### src/rtl/spi_byte_slave_pkg.sv
// Shared types and constants for the SPI byte slave: FSM state encoding,
// byte width and the default idle byte shifted on MISO.
package spi_byte_slave_pkg;

  localparam int SPI_BYTE_W = 8;

  localparam logic [SPI_BYTE_W-1:0] SPI_IDLE_BYTE_DEF = 8'h00;

  typedef enum logic {
    SPI_IDLE  = 1'b0,
    SPI_SHIFT = 1'b1
  } spi_state_e;

endpackage

### src/rtl/spi_sync.sv
// Flop-chain synchroniser for one asynchronous input; RESET_VAL sets the
// value every stage takes during reset (1 for the active-low chip select).
module spi_sync #(
  parameter int   STAGES    = 2,
  parameter logic RESET_VAL = 1'b0
) (
  input  logic clk,
  input  logic rst,
  input  logic d,
  output logic q
);

  logic [STAGES-1:0] r_chain;

  // NOTE: sequential state uses non-blocking assignments so every flop samples pre-edge values.
  always_ff @(posedge clk or negedge rst) begin
    if (!rst) begin
      r_chain <= {STAGES{RESET_VAL}};
    end else begin
      r_chain <= {r_chain[STAGES-2:0], d};
    end
  end

  assign q = r_chain[STAGES-1];

endmodule

### src/rtl/spi_byte_slave.sv
// SPI mode-0 slave front end: oversamples SCLK/CS_N/MOSI in the clk domain,
// emits one-clk byte strobes and serialises response bytes on MISO.
// Optional macro SPI_MISO_OE_EN adds a registered miso_oe output.
module spi_byte_slave
  import spi_byte_slave_pkg::*;
#(
  parameter int                    SYNC_STAGES = 2,
  parameter logic [SPI_BYTE_W-1:0] IDLE_BYTE   = SPI_IDLE_BYTE_DEF
) (
  input  logic                  clk,
  input  logic                  rst,
  input  logic                  sclk,
  input  logic                  cs_n,
  input  logic                  mosi,
  output logic                  miso,
`ifdef SPI_MISO_OE_EN
  output logic                  miso_oe,
`endif
  output logic [SPI_BYTE_W-1:0] dataw,
  output logic                  valid,
  input  logic [SPI_BYTE_W-1:0] datar,
  input  logic                  ready,
  output logic                  busy,
  output logic                  frame_err
);

  logic w_sclk_s;
  logic w_cs_s;
  logic w_mosi_s;
  logic w_sclk_rise;
  logic w_sclk_fall;
  logic w_cs_fall;
  logic [SPI_BYTE_W-1:0] w_load_byte;

  spi_state_e            r_state;
  logic                  r_sclk_d;
  logic                  r_cs_d;
  logic [2:0]            r_bit_cnt;
  logic [SPI_BYTE_W-2:0] r_rx_sr;
  logic [SPI_BYTE_W-2:0] r_tx_sr;
  logic [SPI_BYTE_W-1:0] r_tx_buf;
  logic                  r_tx_pend;
  logic                  r_miso;
  logic [SPI_BYTE_W-1:0] r_dataw;
  logic                  r_valid;
  logic                  r_busy;
  logic                  r_frame_err;

  spi_sync #(.STAGES(SYNC_STAGES), .RESET_VAL(1'b0)) u_sync_sclk (
    .clk(clk), .rst(rst), .d(sclk), .q(w_sclk_s)
  );

  spi_sync #(.STAGES(SYNC_STAGES), .RESET_VAL(1'b1)) u_sync_cs (
    .clk(clk), .rst(rst), .d(cs_n), .q(w_cs_s)
  );

  spi_sync #(.STAGES(SYNC_STAGES), .RESET_VAL(1'b0)) u_sync_mosi (
    .clk(clk), .rst(rst), .d(mosi), .q(w_mosi_s)
  );

  assign w_sclk_rise = w_sclk_s & ~r_sclk_d;
  assign w_sclk_fall = ~w_sclk_s & r_sclk_d;
  assign w_cs_fall   = ~w_cs_s & r_cs_d;

  // MISO bit 7 goes straight to r_miso on a load; r_tx_sr keeps the remaining 7 bits.
  assign w_load_byte = r_tx_pend ? r_tx_buf : IDLE_BYTE;

  always_ff @(posedge clk or negedge rst) begin
    if (!rst) begin
      r_state     <= SPI_IDLE;
      r_sclk_d    <= 1'b0;
      r_cs_d      <= 1'b1;
      r_bit_cnt   <= '0;
      r_rx_sr     <= '0;
      r_tx_sr     <= IDLE_BYTE[SPI_BYTE_W-2:0];
      r_tx_buf    <= IDLE_BYTE;
      r_tx_pend   <= 1'b0;
      r_miso      <= 1'b0;
      r_dataw     <= '0;
      r_valid     <= 1'b0;
      r_busy      <= 1'b0;
      r_frame_err <= 1'b0;
    end else begin
      r_sclk_d    <= w_sclk_s;
      r_cs_d      <= w_cs_s;
      r_valid     <= 1'b0;
      r_frame_err <= 1'b0;

      case (r_state)
        SPI_IDLE: begin
          if (w_cs_fall) begin
            r_state   <= SPI_SHIFT;
            r_busy    <= 1'b1;
            r_bit_cnt <= '0;
            r_miso    <= w_load_byte[SPI_BYTE_W-1];
            r_tx_sr   <= w_load_byte[SPI_BYTE_W-2:0];
            r_tx_pend <= 1'b0;
          end
        end

        SPI_SHIFT: begin
          if (w_cs_s) begin
            r_state     <= SPI_IDLE;
            r_busy      <= 1'b0;
            r_frame_err <= (r_bit_cnt != 3'd0);
            r_bit_cnt   <= '0;
            r_miso      <= 1'b0;
          end else if (w_sclk_rise) begin
            r_rx_sr   <= {r_rx_sr[SPI_BYTE_W-3:0], w_mosi_s};
            r_bit_cnt <= r_bit_cnt + 3'd1;
            if (r_bit_cnt == 3'd7) begin
              r_dataw <= {r_rx_sr, w_mosi_s};
              r_valid <= 1'b1;
            end
          end else if (w_sclk_fall) begin
            if (r_bit_cnt != 3'd0) begin
              r_miso  <= r_tx_sr[SPI_BYTE_W-2];
              r_tx_sr <= {r_tx_sr[SPI_BYTE_W-3:0], 1'b0};
            end else begin
              r_miso    <= w_load_byte[SPI_BYTE_W-1];
              r_tx_sr   <= w_load_byte[SPI_BYTE_W-2:0];
              r_tx_pend <= 1'b0;
            end
          end
        end

        default: r_state <= SPI_IDLE;
      endcase

      // Placed last so a same-cycle response survives a boundary load that
      // consumed the older buffer contents.
      if (ready) begin
        r_tx_buf  <= datar;
        r_tx_pend <= 1'b1;
      end
    end
  end

  assign dataw     = r_dataw;
  assign valid     = r_valid;
  assign busy      = r_busy;
  assign frame_err = r_frame_err;

`ifdef SPI_MISO_OE_EN
  assign miso_oe = r_busy;
  assign miso    = r_miso & r_busy;
`else
  assign miso    = r_miso;
`endif

endmodule
### config.mk
export PLATFORM = sky130hd
export DESIGN_NAME = spi_byte_slave
export DESIGN_NICKNAME = d
export VERILOG_FILES = /design/src/rtl/spi_byte_slave_pkg.sv /design/src/rtl/spi_sync.sv /design/src/rtl/spi_byte_slave.sv
export SDC_FILE = /design/constraint.sdc
export NUM_CORES = 1
export LEC_CHECK = 0
export BUFFER_PORTS_ARGS = -buffer_cell sky130_fd_sc_hd__clkbuf_2
export CAP_MARGIN = 15
export CORE_ASPECT_RATIO = 1.4
export CORE_MARGIN = 2
export CORE_UTILIZATION = 55
export DETAILED_ROUTE_END_ITERATION = 7
export PLACE_DENSITY = 0.77
export SYNTH_ARGS = -nofsm -noshare
export SYNTH_HDL_FRONTEND = slang
export SYNTH_SLANG_ARGS = --single-unit
### constraint.sdc
create_clock -name clk -period 1.95 [get_ports clk]
set_clock_uncertainty 0.1 [all_clocks]
set_input_delay 0.0975 -clock clk [delete_from_list [all_inputs] [get_ports clk]]
set_output_delay 0.0975 -clock clk [all_outputs]
set_load 0.01 [all_outputs]
### Word-level counts from Yosys, hierarchy flattened

Cells that the tools add are included.

| storage, ports and cells | value |
|---|---|
| flip-flop bits (word level) | 47 |
| bits in latches | 0 |
| memory bits (writable) | 0 |
| bits in read-only memories | 0 |
| bits of input ports | 14 |
| output and inout bits | 12 |
| logic and storage cells | 82 |
| memories kept | 0 |

| cells by class | value |
|---|---|
| add/subtract/negate cells | 1 |
| $mul | 0 |
| divide/modulo/power cells | 0 |
| order comparisons | 0 |
| equal/unequal tests | 14 |
| shift-type cells | 0 |
| multiplexer cells | 36 |
| bitwise operators | 7 |
| reductions and logical operators | 8 |

Operators by type and width:

| cell | number |
|---|---|
| 7-bit two-way mux | 5 |
| 1-bit two-way mux | 21 |
| 3-bit != test, second input constant | 5 |
| 7-bit one-hot mux with 2 select lines | 1 |
| 3-bit two-way mux | 3 |
| 3-bit by 2-bit != test with 1-bit output, second input constant | 3 |
| 8-bit two-way mux | 1 |
| 2-bit != test, second input constant | 4 |
| 1-bit one-hot mux with 2 select lines | 4 |
| 4-bit AND reduction | 2 |
| 3-bit one-hot mux with 2 select lines | 1 |
| 3-bit AND reduction | 2 |
| 5-bit AND reduction | 1 |
| 1-bit NOT | 4 |
| 2-bit AND reduction | 2 |
| 3-bit by 1-bit adder with 3-bit output, second input constant | 1 |
| 1-bit AND | 3 |
| 3-bit equality test, second input constant | 1 |
| 3-bit nonzero test | 1 |
| 2-bit by 1-bit != test with 1-bit output, second input constant | 1 |

### Depth between registers and ports, before layout

Gate-level depths: netlist of the first run.

| depth | value |
|---|---|
| depth in word-level cells | 7 |
| mapped depth | 6 |
| gate-level depth less buffers | 6 |

### Hierarchy

A second synthesis of the first run with hierarchy kept.

| unflattened totals | value |
|---|---|
| cells, all modules | 140 |
| area total of the unflattened synthesis | 1958.1 µm² |

Modules (own cells, without submodules):

| module | instances | cells each | area each (µm²) |
|---|---|---|---|
| spi_byte_slave | 1 | 134 | 1805.5 |
| spi_sync (u_sync_mosi ...) | 2 | 2 | 50.0 |
| spi_sync (u_sync_cs) | 1 | 2 | 52.6 |

### Least setup slack after synthesis of the first run

Ideal clock, no wire load.

| timing | value |
|---|---|
| kind | register to register |
| from | register u_sync_cs.r_chain[1] |
| to | register r_dataw[0], in the netlist dataw[0] |
| setup time | 125 ps |
| arrival time | 1334 ps |
| required time | 1725 ps |
| path slack | 391 ps |
| stages on the path, launching flop included | 7 |
| path buffers | 2 |
| clock period less this slack | 1559 ps |
| path through | dfstp_2 > buf_6 > nand2b_4 > nor2b_4 > buf_6 > nand2_8 > mux2_4 |

| on the way | value |
|---|---|
| cells in the longest elaborated chain, start to end | 2 |

Ends and longest elaborated chain:

| item | line | source |
|---|---|---|
| start: declaration | spi_sync.sv:13 | `logic [STAGES-1:0] r_chain;` |
| start signal: assignment | spi_sync.sv:18 | `r_chain <= {STAGES{RESET_VAL}};` |
| start signal: assignment | spi_sync.sv:20 | `r_chain <= {r_chain[STAGES-2:0], d};` |
| 1-bit NOT (no source line) | - |  |
| 4-bit AND reduction (no source line) | - |  |
| end signal: assignment | spi_byte_slave.sv:112 | `r_dataw <= {r_rx_sr, w_mosi_s};` |
| end: declaration | spi_byte_slave.sv:44 | `logic [SPI_BYTE_W-1:0] r_dataw;` |

No other way between the ends.
A chain may end at the register's enable or synchronous reset.

### Worst setup path after layout of the first run

| timing | value |
|---|---|
| from | register r_state |
| to | register r_tx_sr[1] |

| on the way | value |
|---|---|
| cells in the longest elaborated chain, start to end | 3 |

Ends and longest elaborated chain:

| item | line | source |
|---|---|---|
| start: declaration | spi_byte_slave.sv:35 | `spi_state_e r_state;` |
| start signal: assignment | spi_byte_slave.sv:70 | `r_state <= SPI_IDLE;` |
| start signal: assignment | spi_byte_slave.sv:92 | `r_state <= SPI_SHIFT;` |
| start signal: assignment | spi_byte_slave.sv:103 | `r_state <= SPI_IDLE;` |
| 1-bit NOT | - |  |
| 2-bit != test (no source line) | - |  |
| 4-bit AND reduction (no source line) | - |  |
| end signal: assignment | spi_byte_slave.sv:75 | `r_tx_sr <= IDLE_BYTE[SPI_BYTE_W-2:0];` |
| end signal: assignment | spi_byte_slave.sv:96 | `r_tx_sr <= w_load_byte[SPI_BYTE_W-2:0];` |
| end signal: assignment | spi_byte_slave.sv:118 | `r_tx_sr <= {r_tx_sr[SPI_BYTE_W-3:0], 1'b0};` |
| end: declaration | spi_byte_slave.sv:40 | `logic [SPI_BYTE_W-2:0] r_tx_sr;` |

Parallel ways exist; a longest one is shown, timed or not.

==> results.ini, run 1 <==
[sta]
final.setup.tns_ps = 0
period_needed_ps = 1660
maxSlewHeadroom_pct = 62.4
min_period_over_period_pct = 85.2
drv_slew = 0
finalHoldViolCount = 0
finalSetupViolCount = 0
fmax_mhz = 602
rsz0062_at_grt = no
tightest_slew_ps = 564

[critical_path]
end_kind = flip-flop
path_class = reg -> reg
critPathLaunchType = flip-flop
max_stage_delay_ps = 540
required_ps = 2070
arrival_ps = 1780
crit_slowest_cell = dfrtp_1
crit_fanout = 14
path_cells = nand3b_1 > a21oi_2 > nor2_1 > a31oi_1

[yosys]
netlist_area_um2 = 1920
synthFlopType = dfrtp_1
synthCells = 145
ys_types = 29
ys_async_sr_fraction_pct = 100
yosys_warnings = 0
avgSynthCellArea_um2 = 13.3
ys_seq_area_share_pct = 61.4
syn_nets = 162
ys_top_cells_by_area = dfrtp_1, mux2_2, mux2_4, dfstp_2, nand2_1
synth_edf_count = 0
synth_top_cell_area_share_pct = 57.3
synth.most_common_cell = dfrtp_1
synth_commonest_cells = dfrtp_1, mux2_2, nand2_1
synth_top_area_cell = dfrtp_1
synth_seq_cells = 47

[placement]
post-place-cells = 206
port_buffers = 25
place_hpwl_mm = 2.25
gp_congestion = 0.766
placed_area_um2 = 2070

[detailed_routing]
drc = 0
wl_per_cell_um = 14.2
wl_mm = 3.21
num_vias = 1198
first_pass_iters = 4
viasPerCell = 5.30
first_iter_violations = 18
ant_nets = 0

[floorplan]
fp.dieArea_um2 = 3990
fp-row-count = 25
ios = 26
start_util_pct = 57.4
die_x_um = 54.0
fp.coreArea_um2 = 3350
die_y_um = 73.9

[layout]
final_cell_area_um2 = 2310
diodes = 0
drive_gt1_share_pct = 35.5
n_fill_cell = 243
nets = 202
synthToLayoutAreaGrowth_pct = 20.1
stdcell_count = 226
final_util_pct = 69.0

[clock_tree]
cts_buffers = 5
cts.sinks = 47
cts_resized = 0
clockBufferDepth = 2
tritoncts = yes
clkTransAtPathRegs_ps = 90
cts_max_level = 2
clockRootBuffer = clkbuf_8
clock_latency_ps = 290
cts_setup_buffers = 0

[global_route]
grt_max_degree = 48
antenna_found_initial = 0
grt_util_all_layers_pct = 20.1
grt_pass1_vias = 1285
grt_overflow_total = 0
grt_first_pass_wirelength_mm = 5.62

[flow_run]
maxCapViolations = 0

[power]
p_leak_nw = 1.14
irDropWorstVdd_mv = 0.896
p_per_area_nw_per_um2 = 897
total_power_mw = 2.07

[worst_hold_path]
min_path_type = in -> reg

[run_status]
status = finished clean

## where the power goes
| part | internal (mW) | total, mW | leakage, nW | switching [mW] |
|---|---|---|---|---|
| Combinational | 0.108 | 0.202 | 0.493 | 0.0948 |
| Sequential | 1.07 | 1.13 | 0.584 | 0.0636 |
| Clock | 0.421 | 0.736 | 0.0618 | 0.315 |
| Total | 1.60 | 2.07 | 1.14 | 0.473 |
## per-layer routing
| layer | up-vias | track usage (%) | share of wire [%] |
|---|---|---|---|
| met5 | - | 0 | 0 |
| li1 | 572 | - | - |
| met2 | 29 | 34.3 | 57 |
| met1 | 591 | 22.1 | 37 |
| met3 | 6 | 6.43 | 3.9 |
| met4 | 0 | 9.40 | 1.7 |
## worst max-delay path: cells and delay by family (launching register included)
family,cells,cell delay [ps]
and+or+nand+nor,2,310
AOI/OAI and AO/OA,2,640
DFF,1,540
## cells by family (layout without fill, tap and decap cells)
group / after synthesis / in the layout / synth area share [%]
AO/OA/AOI/OAI: 19 / 19 / 6.38
adder cells (fa/ha/maj): 3 / 3 / 1.95
buffers and inverters: 14 / 55 / 3.91
flip-flops: 47 / 47 / 61.4
multiplexers: 23 / 23 / 15.0
AND/OR/NAND/NOR: 39 / 39 / 11.3
## what timing repair did
| action | CTS | global route |
|---|---|---|
| setup endpoints to repair | 0 | 0 |
| hold buffers | 12 | 0 |
| endpoints found under the hold margin | 55 | 0 |
## state kept, by name, indices dropped and copies added (netlist names), 2 cells and up
name / count
r_tx_sr: 7
u_sync_sclk.r_chain: 2
u_sync_mosi.r_chain: 2
r_tx_buf: 8
dataw: 8
r_bit_cnt: 3
r_rx_sr: 7
u_sync_cs.r_chain: 2
## placed cells by master, fill, tap and decap left out, types with 2 or more instances in the layout
master	synthesis	final
a21o_1	2	2
a31oi_1	7	7
buf_4	2	2
clkbuf_2	0	25
clkbuf_8	0	6
dfrtp_1	44	44
dfstp_2	3	3
dlygate4sd3_1	0	12
ha_1	3	3
inv_1	8	8
mux2_2	15	15
mux2_4	8	8
nand2_1	13	13
nand2b_4	2	2
nand3_1	9	9
nor2_1	8	8
nor2b_1	2	2
o21ai_0	4	4
## path summary, 6_finish.rpt
path                                         from                     end  slack (ps)  depth (start not counted)
setup reg to reg                          r_state              r_tx_sr[1]         290                          4
setup / recovery                          r_state              r_tx_sr[1]         290                          4
hold / removal                              ready               r_tx_pend          50                          2
max in group asynchronous                     rst    u_sync_cs.r_chain[0]        1050                          3
hold reg to reg            u_sync_sclk.r_chain[0]  u_sync_sclk.r_chain[1]         260                          0
min in group asynchronous                     rst            r_bit_cnt[0]         300                          3
## area by class of cell
| class | count | area (um^2) | share of cell area [%] |
|---|---|---|---|
| Clock inverter | 2 | 38.8 | 1.68 |
| Timing Repair Buffer | 39 | 260 | 11.3 |
| Sequential cell | 47 | 1180 | 51.1 |
| Tap cell | 40 | 50.0 | 2.17 |
| Inverter | 8 | 30.0 | 1.30 |
| Clock buffer | 6 | 82.6 | 3.58 |
| Multi-Input combinational cell | 84 | 667 | 28.9 |
## through the flow
| stage | hold slack, ps | setup slack [ps] |
|---|---|---|
| final | 49.9 | 288 |
| after global routing | 64.5 | 53.8 |
| after CTS | 42.5 | 306 |
| after detailed placement | 86.6 | 312 |
| after global placement | 85.8 | 389 |
| after floorplan | -298 | 391 |
Power figures use the tool's default switching activity.
==> run 2, diff against run 1 <==
Settings changed: CORE_ASPECT_RATIO 1.4 to default, SLEW_MARGIN from default to 10.
==> run 2 against run 1 <==
Critical path depth unchanged; non-clock buffer count increased by 2; via count increased by 0.92%; utilization decreased by 0.24 points; flip-flop and latch count unchanged; clock power decreased by 22%; wire length increased by 6.3%; critical path type unchanged; register-to-register slack about the same.
==> results.ini, run 2 (synthesis gave the netlist of run 1 again) <==
[critical_path]
end_kind = flip-flop
path_class = reg -> reg
reg2reg_slack_ps = 280  ; about the same
critPathLaunchType = flip-flop
arrival_ps = 1820  ; +40 ps
required_ps = 2100  ; +30 ps
crit_fanout = 10  ; -4

[detailed_routing]
viasPerCell = 5.17  ; -2.5%
wl_mm = 3.41  ; +6.3%
ant_nets = 0  ; unchanged
first_pass_iters = 4  ; unchanged
num_vias = 1209  ; +0.92%
wl_per_cell_um = 14.6  ; +2.6%
first_iter_violations = 18  ; unchanged
drc = 0  ; unchanged

[sta]
min_period_over_period_pct = 85.9  ; +0.62 points
period_needed_ps = 1670  ; +12.1 ps
final.setup.tns_ps = 0  ; unchanged
maxSlewHeadroom_pct = 63.8  ; +1.4 points
setup_slack_ps = 276  ; -12.1 ps
finalHoldViolCount = 0  ; unchanged
rsz0062_at_grt = no
worst_hold_slack_ps = 97.9  ; +48.0 ps
finalSetupViolCount = 0  ; unchanged
fmax_mhz = 597  ; -0.72%
drv_slew = 0  ; unchanged
tightest_slew_ps = 543  ; -20.5 ps

[layout]
final_util_pct = 68.7  ; -0.24 points
diodes = 0  ; unchanged
layout_commonest_cell = dfrtp_1
final_cell_mix = dfrtp_1, clkbuf_2, mux2_2
synthToLayoutAreaGrowth_pct = 19.3
nets = 204  ; +0.99%
drive_gt1_share_pct = 35.6  ; +0.15 points
n_fill_cell = 238  ; -2.1%

[power]
p_leak_nw = 1.13  ; -0.67%
p_per_area_nw_per_um2 = 836  ; -6.7%
irDropWorstVdd_mv = 0.755  ; -16%

[global_route]
antenna_found_initial = 0  ; unchanged
grt_max_degree = 20  ; -58%
grt_first_pass_wirelength_mm = 6.18  ; +9.9%
grt_util_all_layers_pct = 20.2  ; +0.14 points
grt_pass1_vias = 1318  ; +2.6%
grt_overflow_total = 0  ; unchanged

[floorplan]
start_util_pct = 57.6  ; +0.17 points
fp.dieArea_um2 = 3980  ; -0.17%
fp-row-count = 21  ; -16%
ios = 26  ; unchanged
die_y_um = 63.1  ; -15%
fp.coreArea_um2 = 3340  ; -0.30%
die_x_um = 63.1  ; +17%

[placement]
place_hpwl_mm = 2.32  ; +3.0%
post-place-ws_ps = 300  ; -12.5 ps
gp_congestion = 0.761  ; -0.68%
port_buffers = 25  ; unchanged

[clock_tree]
cts_resized = 0  ; unchanged
cts_setup_buffers = 0  ; unchanged
clock_latency_ps = 360  ; +70 ps
clkTransAtPathRegs_ps = 140  ; +50 ps
clockBufferDepth = 2  ; unchanged
clockRootBuffer = clkbuf_4
cts.sinks = 47  ; unchanged
cts_buffers = 5  ; unchanged
ctsHoldBuffers = 13  ; +1
cts_max_level = 2  ; unchanged
tritoncts = yes

[flow_run]
maxCapViolations = 0  ; unchanged

[run_status]
status = finished clean

[worst_hold_path]
min_path_type = in -> async

run 2: worst paths after layout:
| kind | depth (start not counted) | start | to |
|---|---|---|---|
| setup reg to reg | 4 | r_sclk_d | dataw[1] |
| setup / recovery | 4 | r_sclk_d | dataw[1] |
| max in group asynchronous | 3 | rst | r_tx_sr[6] |
| hold reg to reg | 0 | u_sync_sclk.r_chain[0] | u_sync_sclk.r_chain[1] |
| min in group clk | 0 | u_sync_sclk.r_chain[0] | u_sync_sclk.r_chain[1] |
| hold / removal | 2 | rst | r_sclk_d |
run 2: layout make-up:
type,count,area (um^2),area share [%]
multi-input cells,84,667,29.1
well taps,46,57.6,2.51
inverters,8,30.0,1.31
clock buffers,5,37.5,1.64
repair buffers,41,278,12.1
flip-flops and latches,47,1180,51.4
clock inverters,3,43.8,1.91
run 2: critical path: stages (launching register included):
cell and delay (ps):
dfrtp_1 410, nor2b_1 180, nor2b_4 410, nand2_8 140, mux2_4 320
run 2: metal layers:
metal / vias up / wire length [um] / global-route usage (%)
li1: 580 / - / -
met1: 594 / 1530 / 26.3
met2: 32 / 1720 / 33.8
met3: 3 / 139 / 5.89
met4: 0 / 11 / 4.17
met5: - / 0 / 0
run 2: power by group:
| group | switching, mW | total (mW) | internal, mW |
|---|---|---|---|
| clock | 0.303 | 0.574 | 0.270 |
| combinational | 0.0997 | 0.210 | 0.110 |
| sequential | 0.0667 | 1.13 | 1.07 |
run 2: per-stage QoR:
stage | power [mW] | instance area [um^2] | instances
after floorplan | 1.26 | 1920 | 145
after global placement | 1.32 | 2080 | 213
after detailed placement | 1.34 | 2080 | 213
after CTS | 1.94 | 2290 | 234
after global routing | 2.03 | 2290 | 234
final | 1.92 | 2290 | 234
